### config.mk
export PLATFORM = sky130hd
export DESIGN_NAME = uart_word_loader
export DESIGN_NICKNAME = d
export VERILOG_FILES = /design/src/rtl/uart_loader_pkg.sv /design/src/rtl/uart_rx_core.sv /design/src/rtl/uart_word_loader.sv
export SDC_FILE = /design/constraint.sdc
export NUM_CORES = 1
export LEC_CHECK = 0
export BUFFER_PORTS_ARGS = -buffer_cell sky130_fd_sc_hd__buf_2
export CORE_AREA = 5 5 143 145
export CTS_CLUSTER_DIAMETER = 60
export DETAILED_ROUTE_END_ITERATION = 8
export DIE_AREA = 0 0 148 150
export GPL_TIMING_DRIVEN = 0
export SLEW_MARGIN = 20
export SYNTH_ARGS = -nofsm -noshare
export SYNTH_HDL_FRONTEND = slang
export SYNTH_HIERARCHICAL = 1
export SYNTH_SLANG_ARGS = --single-unit
### constraint.sdc
create_clock -name clk -period 1.5 [get_ports clk]
set_input_delay 0.225 -clock clk [delete_from_list [all_inputs] [get_ports clk]]
set_output_delay 0.225 -clock clk [all_outputs]
set_load 0.1 [all_outputs]
### src/rtl/uart_loader_pkg.sv
// uart_loader_pkg: shared receiver state encoding and widths for the UART word loader
package uart_loader_pkg;
    typedef logic [1:0] rx_state_t;
    localparam rx_state_t IDLE  = 2'd0;
    localparam rx_state_t START = 2'd1;
    localparam rx_state_t DATA  = 2'd2;
    localparam rx_state_t STOP  = 2'd3;
    localparam int BITS_PER_BYTE = 8;
    localparam int ERR_CNT_W = 8;
endpackage

### src/rtl/uart_rx_core.sv
// uart_rx_core: rxd synchroniser and mid-bit sampling 8N1 byte receiver
module uart_rx_core
    import uart_loader_pkg::*;
#(
    parameter int CLKS_PER_BIT = 50,
    parameter int SYNC_STAGES  = 2
) (
    input  logic       clk,
    input  logic       rst,
    input  logic       rxd,
    output logic [7:0] rx_byte,
    output logic       byte_valid,
    output logic       frame_err
);
    localparam int TW = $clog2(CLKS_PER_BIT);
    localparam logic [TW-1:0] HALF = TW'(CLKS_PER_BIT / 2 - 1);
    localparam logic [TW-1:0] FULL = TW'(CLKS_PER_BIT - 1);
    logic [SYNC_STAGES-1:0] sync;
    logic                   rxs;
    rx_state_t              state;
    logic [TW-1:0]          tmr;
    logic [2:0]             bit_idx;
    assign rxs = sync[SYNC_STAGES-1];
    // synchroniser resets to idle-high so reset release never looks like a start bit
    always_ff @(posedge clk) begin
        if (rst) begin
            sync       <= '1;
            state      <= IDLE;
            tmr        <= '0;
            bit_idx    <= '0;
            rx_byte    <= '0;
            byte_valid <= 1'b0;
            frame_err  <= 1'b0;
        end else begin
            sync       <= {sync[SYNC_STAGES-2:0], rxd};
            byte_valid <= 1'b0;
            frame_err  <= 1'b0;
            tmr        <= tmr + 1'b1;
            case (state)
                IDLE: if (!rxs) begin
                    state <= START;
                    tmr   <= '0;
                end
                START: if (tmr == HALF) begin
                    state   <= rxs ? IDLE : DATA;
                    tmr     <= '0;
                    bit_idx <= '0;
                end
                DATA: if (tmr == FULL) begin
                    rx_byte <= {rxs, rx_byte[7:1]};
                    tmr     <= '0;
                    bit_idx <= bit_idx + 1'b1;
                    if (bit_idx == 3'(BITS_PER_BYTE - 1)) state <= STOP;
                end
                default: if (tmr == FULL) begin
                    byte_valid <= rxs;
                    frame_err  <= !rxs;
                    state      <= IDLE;
                end
            endcase
        end
    end
endmodule

### src/rtl/uart_word_loader.sv
// uart_word_loader: packs UART bytes into words for a memory write port; UART_LOADER_CSUM_EN adds a trailing checksum word
module uart_word_loader
    import uart_loader_pkg::*;
#(
    parameter int CLKS_PER_BIT = 50,
    parameter int WORD_BYTES   = 4,
    parameter int DEPTH        = 512,
    parameter int ADDR_W       = 9,
    parameter int SYNC_STAGES  = 2
) (
    input  logic                    clk,
    input  logic                    rst,
    input  logic                    rxd,
    output logic                    wr_en,
    output logic [ADDR_W-1:0]       wr_addr,
    output logic [8*WORD_BYTES-1:0] wr_data,
    output logic                    done,
    output logic                    frame_err,
    output logic [ERR_CNT_W-1:0]    err_cnt,
    output logic                    csum_ok
);
    localparam int W     = 8 * WORD_BYTES;
    localparam int BI_W  = WORD_BYTES > 1 ? $clog2(WORD_BYTES) : 1;
    localparam int CNT_W = $clog2(DEPTH + 1);
    logic [7:0]       rx_byte;
    logic             byte_valid;
    logic [BI_W-1:0]  byte_idx;
    logic [W-1:0]     sh;
    logic [W-1:0]     word;
    logic [CNT_W-1:0] wcnt;
    logic             last_byte;
    logic             full;
    uart_rx_core #(
        .CLKS_PER_BIT(CLKS_PER_BIT),
        .SYNC_STAGES (SYNC_STAGES)
    ) u_rx (
        .clk       (clk),
        .rst       (rst),
        .rxd       (rxd),
        .rx_byte   (rx_byte),
        .byte_valid(byte_valid),
        .frame_err (frame_err)
    );
    assign word      = (W'(rx_byte) << (W - 8)) | (sh >> 8);
    assign last_byte = byte_valid && byte_idx == BI_W'(WORD_BYTES - 1);
    assign full      = wcnt == CNT_W'(DEPTH);
    always_ff @(posedge clk) begin
        if (rst) begin
            byte_idx <= '0;
            sh       <= '0;
            wcnt     <= '0;
            wr_en    <= 1'b0;
            wr_addr  <= '0;
            wr_data  <= '0;
            err_cnt  <= '0;
        end else begin
            wr_en <= 1'b0;
            if (byte_valid) begin
                sh       <= word;
                byte_idx <= last_byte ? '0 : byte_idx + 1'b1;
            end
            if (last_byte && !full) begin
                wr_en   <= 1'b1;
                wr_addr <= ADDR_W'(wcnt);
                wr_data <= word;
                wcnt    <= wcnt + 1'b1;
            end
            if (frame_err && err_cnt != '1) err_cnt <= err_cnt + 1'b1;
        end
    end
`ifdef UART_LOADER_CSUM_EN
    logic [31:0] sum;
    // the word completing after the memory is full is the checksum, never written
    always_ff @(posedge clk) begin
        if (rst) begin
            sum     <= '0;
            done    <= 1'b0;
            csum_ok <= 1'b0;
        end else begin
            if (last_byte && !full) sum <= sum + 32'(word);
            if (last_byte && full && !done) begin
                done    <= 1'b1;
                csum_ok <= 32'(word) == sum;
            end
        end
    end
`else
    assign csum_ok = 1'b0;
    always_ff @(posedge clk) begin
        if (rst) done <= 1'b0;
        else if (wr_en && full) done <= 1'b1;
    end
`endif
endmodule

# ---- Yosys cells after proc, flatten, opt, wreduce, memory -nomap -nowiden
# Index checks and enable logic that the tools add are counted.
dict set report word_totals {
  regBits 118
  inputBits 3
  out_inout_bits 53
  wordCells 63
}
dict set report classes {
  n_addsub 5
  eq_ne 12
  n_mux 16
  bitwise_logic 2
  reduce_logical 13
}
# cell n
set ops {}
lappend ops {{$or 32x24->32} 1}
lappend ops {{$mux 6} 3}
lappend ops {{$pmux 6 s3} 1}
lappend ops {{$mux 2} 7}
lappend ops {{$add 10x1->10 const B} 1}
lappend ops {{$eq 10x10->1 const B} 1}
lappend ops {{$add 8x1->8 const B} 1}
lappend ops {{$ne 8x8->1 const B} 1}
lappend ops {{$add 6x1->6 const B} 1}
lappend ops {{$eq 6x5->1 const B} 1}
lappend ops {{$eq 6x6->1 const B} 1}
lappend ops {{$mux 3} 2}
lappend ops {{$ne 2x1->1 const B} 3}
lappend ops {{$pmux 2 s3} 1}
lappend ops {{$pmux 3 s2} 1}
lappend ops {{$reduce_and 5->1} 1}
lappend ops {{$reduce_or 5->1} 1}
lappend ops {{$eq 2x2->1 const B} 2}
lappend ops {{$logic_and 1x1->1} 4}
lappend ops {{$add 3x1->3 const B} 1}
lappend ops {{$eq 3x3->1 const B} 1}
lappend ops {{$reduce_and 3->1} 1}
lappend ops {{$reduce_bool 3->1} 1}
lappend ops {{$add 2x1->2 const B} 1}
lappend ops {{other kinds (8)} 9}

# ---- Longest topological paths before layout
# Gate-level depths: netlist of the first run.
dict set report logic_depth {
  depth_word 4
  ltp_mapped 7
  depth_no_buf 6
}

# ---- Hierarchy
# The synthesis of the first run kept the hierarchy.
# module instances cells_each area_per_inst_um2 seq_area_each_um2
set modules_own_cells {}
lappend modules_own_cells {uart_word_loader 1 526 4526.8 1741.7}
lappend modules_own_cells {uart_rx_core 1 111 1077.3 460.4}

# ---- Worst setup path before layout of the first run
# OpenSTA, ideal clock, no wires.
dict set report synth_timing {
  path_type {register -> register}
  startpoint {reg err_cnt[0]}
  endpoint {reg err_cnt[6]}
  setup_ns 0.115
  arrival_ns 2.080
  required_time_ns 1.385
  path_slack_ns -0.696
  path_stages_with_launch 5
  path_buffers 0
  period_less_slack_ns 2.196
  cell_sequence {dfxtp_1 -> ha_1 -> nand3_1 -> or4_1 -> and3_1}
}
dict set report synth_between {
  elab_chain_cells 2
  elab_cells_between_ends 3
  cone_classes {add/sub: 1; eq/ne: 1; reduce/logical: 1}
}
# element line_no
set synth_rtl {}
lappend synth_rtl {{start: declaration} uart_word_loader.sv:19} ;# output logic [ERR_CNT_W-1:0] err_cnt,
lappend synth_rtl {{start signal: assignment} uart_word_loader.sv:68} ;# if (frame_err && err_cnt != '1) err_cnt <= err_cnt + 1'b1;
lappend synth_rtl {{parallel branches: the longest is 2 deep, another holds $add 8x1->8} n/a}
# Several ways; the timed one is not identified.
# A chain may end at the register's enable or synchronous reset.

# ---- Worst setup path in the final report of the first run
dict set report layout_timing {
  startpoint {reg wcnt[3]}
  endpoint {reg wr_data[26]}
}
dict set report layout_between {
  elab_chain_cells 3
}
# element line_no
set layout_rtl {}
lappend layout_rtl {{start: declaration} uart_word_loader.sv:30} ;# logic [CNT_W-1:0] wcnt;
lappend layout_rtl {{start signal: assignment} uart_word_loader.sv:66} ;# wcnt <= wcnt + 1'b1;
lappend layout_rtl {{$eq 10x10->1} uart_word_loader.sv:46} ;# assign full = wcnt == CNT_W'(DEPTH);
lappend layout_rtl {{$logic_not 1->1} uart_word_loader.sv:62} ;# if (last_byte && !full) begin
lappend layout_rtl {{$logic_and 1x1->1} uart_word_loader.sv:62}
lappend layout_rtl {{end signal: assignment} uart_word_loader.sv:65} ;# wr_data <= word;
lappend layout_rtl {{end: declaration} uart_word_loader.sv:16} ;# output logic [8*WORD_BYTES-1:0] wr_data,
# No other way between the ends.

==> impl_metrics.tcl, run 1 <==
set metrics [dict create \
    met1_usage_pct 19.68 \
    grt_overflow 0 \
    worstHoldEndpoint "u_rx/sync[0]$_SDFF_PP1_" \
    rows 51 \
    startpoint_type "flop" \
    min_period_ps 1699 \
    cts_root_buf "clkbuf_16" \
    cts.clk_slew.worst_paths_ps 80 \
    async_reset_ff_share_pct 0 \
    drive_gt1_share_pct 40.85 \
    vias_per_cell 5.400 \
    drv_cap 0 \
    finalPower_w 0.006125 \
    violations "negative setup slack" \
    syn_inst 637 \
    hold_class "in -> reg" \
    reg2reg_slack_ps -200 \
    core_um2 19080 \
    rr_endpoint "wr_data[26]$_SDFFE_PP0P_" \
    yosys_warnings 6 \
    antenna_found_initial 0 \
    worst_slack_ps -199.1 \
    numCtsBuffers 9 \
    final_common_cell "dfxtp_1" \
    synth-seq-area-share_pct 39.29 \
    max_slew_margin_pct 60.80 \
    max_freq_mhz 588.5 \
    yosys.cell_types.count 62 \
    hold_viol 0 \
    hpwl_um 10730 \
    worst_setup_path_end_kind "flop" \
    die_h_um 150 \
    clock_latency_ps 360 \
    design.portCount 56 \
    syn_avg_cell_area_um2 8.798 \
    r2r_cells 6 \
    powerDensity_nw_per_um2 762.8 \
    finalCritPeriodShare_pct 113.3 \
    r2r_start "wcnt[3]$_SDFFE_PP0P_" \
    wirelength_um 17320 \
    firstDrtPassIters 5 \
    initialDrtViolationCount 252 \
    status "complete, but fails checks" \
    skew_ps 15.46 \
    crit_arrival_ps 1940 \
    cts_tree "done" \
    synth_area_um2 5604 \
    rsz0062_at_grt "yes" \
    drv_slew 0 \
    cts.htree.levels 3 \
    required_ps 1740 \
    synth_flop_cell "dfxtp_1" \
    holdBufCountCts 0 \
    drc 0 \
    portBuffers 53 \
    peakVddDrop_mv 0.5688 \
    worstSetupPathType "reg -> reg" \
    setup_violations 57 \
    num-nets-final 760 \
    p_leak_nw 3.000 \
    wire_per_inst_um 17.55 \
    pre_cts_ws_ps -383.2 \
    synth-edff-count 0 \
    syn_nets 653 \
    fp.dieW_um 148 \
    worstMarginPinSlew_ps 588.0 \
    cts.sinks 110 \
    place.gp.congestion 0.7761 \
    cts_buffer_depth 2 \
    grt_busiest_layer "met2" \
    n_antenna_cell 0 \
    die_area_um2 22200 \
    mostFrequentLayoutCells "dfxtp_1, buf_2, nor2_1, nand2b_1, or3_1" \
    grt_max_degree 19 \
    hold_path_startpoint "rxd" \
    first_global_vias 5068 \
    vias 5330 \
    grt_pass1_wl_um 26910 \
    cp_max_fo 5 \
    hold_depth 2 \
    ant_nets 0 \
    area_delta_synth_final_pct 43.29 \
    postSynthRegisterBits 110 \
    grtUsageMet2_pct 24.78 \
    grtUsageMet3_pct 2.998 \
    initial_core_util_pct 29.37 \
    grt_usage_pct 14.94 \
]
## kinds of logic after synthesis
logic type               count (synthesis)  synth area share, %
flip-flops                             110                39.29
AND/OR/NAND/NOR                        269                29.65
AO/OA/AOI/OAI                          124                13.51
other                                    1              0.06691
buffers and inverters                   76                6.720
multiplexers                            40                7.234
adder cells (fa/ha/maj)                 13                2.903
XOR/XNOR                                 4               0.6253
## routing by layer
| metal | vias to the layer above | part of all wire (%) | routed length, um |
|---|---|---|---|
| li1 | 2580 | - | - |
| met1 | 2606 | 45 | 7803 |
| met2 | 117 | 49 | 8437 |
| met3 | 27 | 4.2 | 720 |
| met4 | 0 | 2.1 | 356 |
| met5 | - | 0 | 0 |
## through the flow
step           area [um2]  utilization, %  hold WS (ps)  std cells  setup TNS (ps)
3_3_place_gp         6330           33.18         393.7        928          -19680
3_5_place_dp         6330           33.18         395.7        928          -19730
4_1_cts              7604           39.85         39.69        983           -4803
5_1_grt              8030           42.09         49.16        987           -8093
2_1_floorplan        5767               -         328.8        637           -1084
6_report             8030           42.09         49.21        987           -6229
## layout make-up
class                   instances  area [um2]
fillers                      1777       11050
multi-input cells             451        3736
flip-flops and latches        110        2277
repair buffers                101       830.8
plain buffers                  56       541.8
well taps                     238       297.8
clock buffers                  11       242.7
inverters                      15       61.31
clock inverters                 5       42.54
## worst max-delay path, cell delays in order, from the launching register on
cell	delay, ps
dfxtp_4	360
nor4_4	420
buf_6	190
buf_12	120
buf_12	120
a21oi_2	40
or3_1	320
## synthesized netlist by cell type (3+ instances only)
cell type | n | area [um2]
nand4_1 | 10 | 62.56
buf_1 | 7 | 26.28
ha_1 | 13 | 162.7
nand2b_1 | 39 | 244.0
o21ai_0 | 11 | 55.05
o22ai_1 | 35 | 219.0
buf_2 | 16 | 80.08
a21oi_1 | 52 | 260.3
buf_6 | 3 | 33.78
inv_1 | 15 | 56.30
nand2_1 | 12 | 45.04
or3_1 | 39 | 244.0
mux2_2 | 4 | 45.04
nand4b_1 | 36 | 315.3
nor2_1 | 50 | 187.7
nand3_1 | 10 | 50.05
clkbuf_1 | 30 | 112.6
and3_1 | 3 | 18.77
dfxtp_1 | 110 | 2202
mux2i_1 | 36 | 360.4
nor2b_1 | 8 | 50.05
nor4_1 | 38 | 237.7
buf_8 | 4 | 60.06
or4_1 | 3 | 22.52
a211oi_1 | 3 | 22.52
a311oi_1 | 3 | 26.28
## worst max-delay path by stage
stage | slack, ps | from | depth (start not counted) | end
after floorplan | -70 | u_rx/tmr[0]$_SDFF_PP0_ | 6 | u_rx/state[0]$_SDFFE_PP0P_
after global placement | -400 | wcnt[8]$_SDFFE_PP0P_ | 5 | wr_data[20]$_SDFFE_PP0P_
after detailed placement | -380 | wcnt[8]$_SDFFE_PP0P_ | 5 | wr_data[21]$_SDFFE_PP0P_
after CTS | -160 | u_rx/tmr[0]$_SDFF_PP0_ | 6 | u_rx/state[0]$_SDFFE_PP0P_
after global routing | -250 | wcnt[3]$_SDFFE_PP0P_ | 5 | wr_data[30]$_SDFFE_PP0P_
final | -200 | wcnt[3]$_SDFFE_PP0P_ | 6 | wr_data[26]$_SDFFE_PP0P_
## where the power goes
| group | internal [W] | switching (W) | leakage, nW |
|---|---|---|---|
| logic | 0.000371 | 0.000391 | 1.95 |
| clock network | 0.00120 | 0.00118 | 0.142 |
| registers | 0.00294 | 0.0000499 | 0.906 |
## flip-flops by register name (all words and copies together), names as in the netlist
signal	flops
byte_idx	2
u_rx/frame_err	1
wr_en	1
done	1
wr_data	32
u_rx/bit_idx	3
err_cnt	8
sh	24
u_rx/byte_valid	1
u_rx/tmr	6
wcnt	10
u_rx/rx_byte	8
wr_addr	9
u_rx/sync	2
u_rx/state	2
## what timing repair did
item / in CTS / in global routing
resized for setup: 135 / 92
cloned: 8 / 0
setup buffers: 36 / 7
pin swaps: 64 / 51
setup endpoints to repair: 90 / 92
No activity file was read; power rests on OpenSTA's default activity.
==> run 2: changes to the inputs <==
--- a/config.mk
+++ b/config.mk
@@ -7,8 +7,8 @@
 export LEC_CHECK = 0
 export BUFFER_PORTS_ARGS = -buffer_cell sky130_fd_sc_hd__buf_2
-export CORE_AREA = 5 5 143 145
+export CORE_AREA = 2 2 140 142
 export CTS_CLUSTER_DIAMETER = 60
 export DETAILED_ROUTE_END_ITERATION = 8
-export DIE_AREA = 0 0 148 150
+export DIE_AREA = 0 0 142 144
 export GPL_TIMING_DRIVEN = 0
 export SLEW_MARGIN = 20
==> constraint.sdc (replaced) <==
create_clock -name clk -period 1.5 [get_ports clk]
set_input_delay 0.075 -clock clk [delete_from_list [all_inputs] [get_ports clk]]
set_output_delay 0.075 -clock clk [all_outputs]
set_load 0.1 [all_outputs]
==> impl_metrics.tcl, run 2 (synthesis results as in run 1) <==
set metrics [dict create \
    grt_usage_pct 15.91 \
    status "complete, but fails checks" \
    rsz0062_at_grt "yes" \
    drive_gt1_share_pct 37.05 \
    cts.clk_slew.worst_paths_ps 80 \
    cts.htree.levels 3 \
    ant_nets 0 \
    rows 51 \
    reg_top3 "wr_data: 32 flops, sh: 24 flops, wcnt: 10 flops" \
    cp_max_fo 5 \
    finalCritPeriodShare_pct 113.1 \
    max_freq_mhz 589.5 \
    drv_cap 0 \
    place.gp.congestion 0.7896 \
    reg2reg_slack_ps -200 \
    worst_slack_ps -196.4 \
    wire_per_inst_um 16.94 \
    initialDrtViolationCount 301 \
    largest_reg_flops 32 \
    grt_overflow 0 \
    pre_cts_ws_ps -404.5 \
    powerDensity_nw_per_um2 796.1 \
    violations "negative setup slack" \
    cts_buffer_depth 2 \
    max_slew_margin_pct 60.82 \
    peakVddDrop_mv 0.6034 \
    worst_setup_path_end_kind "flop" \
    cts.sinks 110 \
    grt_pass1_wl_um 26130 \
    vias 5232 \
    design.portCount 56 \
    final_common_cell "dfxtp_1" \
    numCtsBuffers 9 \
    setup_violations 50 \
    fp.dieW_um 142 \
    grt_max_degree 20 \
    cts_root_buf "clkbuf_16" \
    crit_arrival_ps 1940 \
    startpoint_type "flop" \
    hpwl_um 10590 \
    nFillCells 1814 \
    largest-register "wr_data" \
    wirelength_um 16650 \
    initial_core_util_pct 29.37 \
    die_area_um2 20450 \
    vias_per_cell 5.322 \
    worstMarginPinSlew_ps 587.7 \
    cts_tree "done" \
    firstDrtPassIters 4 \
    core_um2 19080 \
    placed_area_um2 6330 \
    first_global_vias 5060 \
    mostFrequentLayoutCells "dfxtp_1, buf_2, nor2_1, or3_1, nand2b_1" \
    num-nets-final 756 \
    portBuffers 53 \
    hold_viol 0 \
    skew_ps 9.451 \
    min_period_ps 1696 \
    antenna_found_initial 0 \
    clock_latency_ps 360 \
    die_h_um 144 \
    setup_tns_ps -4907 \
    hold_class "in -> reg" \
    drv_slew 0 \
    required_ps 1740 \
    final_core_util_pct 41.11 \
    fin_area_um2 7844 \
    area_delta_synth_final_pct 39.96 \
    drc 0 \
    worstSetupPathType "reg -> reg" \
    p_leak_nw 2.918 \
    n_antenna_cell 0 \
]
run 2: area by class of cell:
class	instances	area, um2	share of cell area (%)
multi-input cells	451	3628	46.26
flip-flops and latches	110	2271	28.95
repair buffers	96	729.5	9.300
plain buffers	57	534.3	6.811
well taps	238	297.8	3.796
clock buffers	11	254.0	3.238
clock inverters	5	72.57	0.9252
inverters	15	56.30	0.7178
run 2: worst max-delay path, stage by stage (launching register included):
cell and delay, ps:
dfxtp_4 370, nor4_4 320, buf_4 190, buf_8 130
clkbuf_16 150, a21oi_2 40, or3_1 350
run 2: path summary, 6_finish.rpt:
path                                               from                      endpoint  cells after the start
worst max-delay path               wcnt[6]$_SDFFE_PP0P_      wr_data[23]$_SDFFE_PP0P_                      6
worst min-delay path                                rst  u_rx/bit_idx[0]$_SDFFE_PP0P_                      2
worst max register to register     wcnt[6]$_SDFFE_PP0P_      wr_data[23]$_SDFFE_PP0P_                      6
worst min register to register  u_rx/sync[0]$_SDFF_PP1_       u_rx/sync[1]$_SDFF_PP1_                      1
run 2: power breakdown:
part,internal [W],switching [W]
combinational,0.000284,0.000341
clock,0.00143,0.00121
sequential,0.00294,0.0000373
total,0.00466,0.00159
run 2: metrics by stage:
stage / std cells / hold slack, ps / total power, W
after floorplan: 637 / 178.8 / 0.003423
after global placement: 928 / 259.6 / 0.003509
after detailed placement: 928 / 260.4 / 0.003514
after CTS: 958 / 74.40 / 0.006259
after global routing: 983 / 136.2 / 0.006480
final: 983 / 84.96 / 0.006244
run 2: timing repair:
action | 4_1_cts | 5_1_grt
hold endpoints to repair | 1 | 0
pin swaps | 26 | 42
gates cloned | 1 | 5
hold buffers | 1 | 0
gates resized for setup | 99 | 97
setup endpoints to repair | 91 | 68
buffers inserted | 15 | 21
run 2: metal layers:
metal  global-route usage [%]  up-vias  part of all wire, %
met5                        0        -                    0
met4                    5.053        0                  1.3
met3                    2.715       15                  3.0
met2                    27.43       80                   50
met1                    20.29     2570                   46
li1                         -     2567                    -
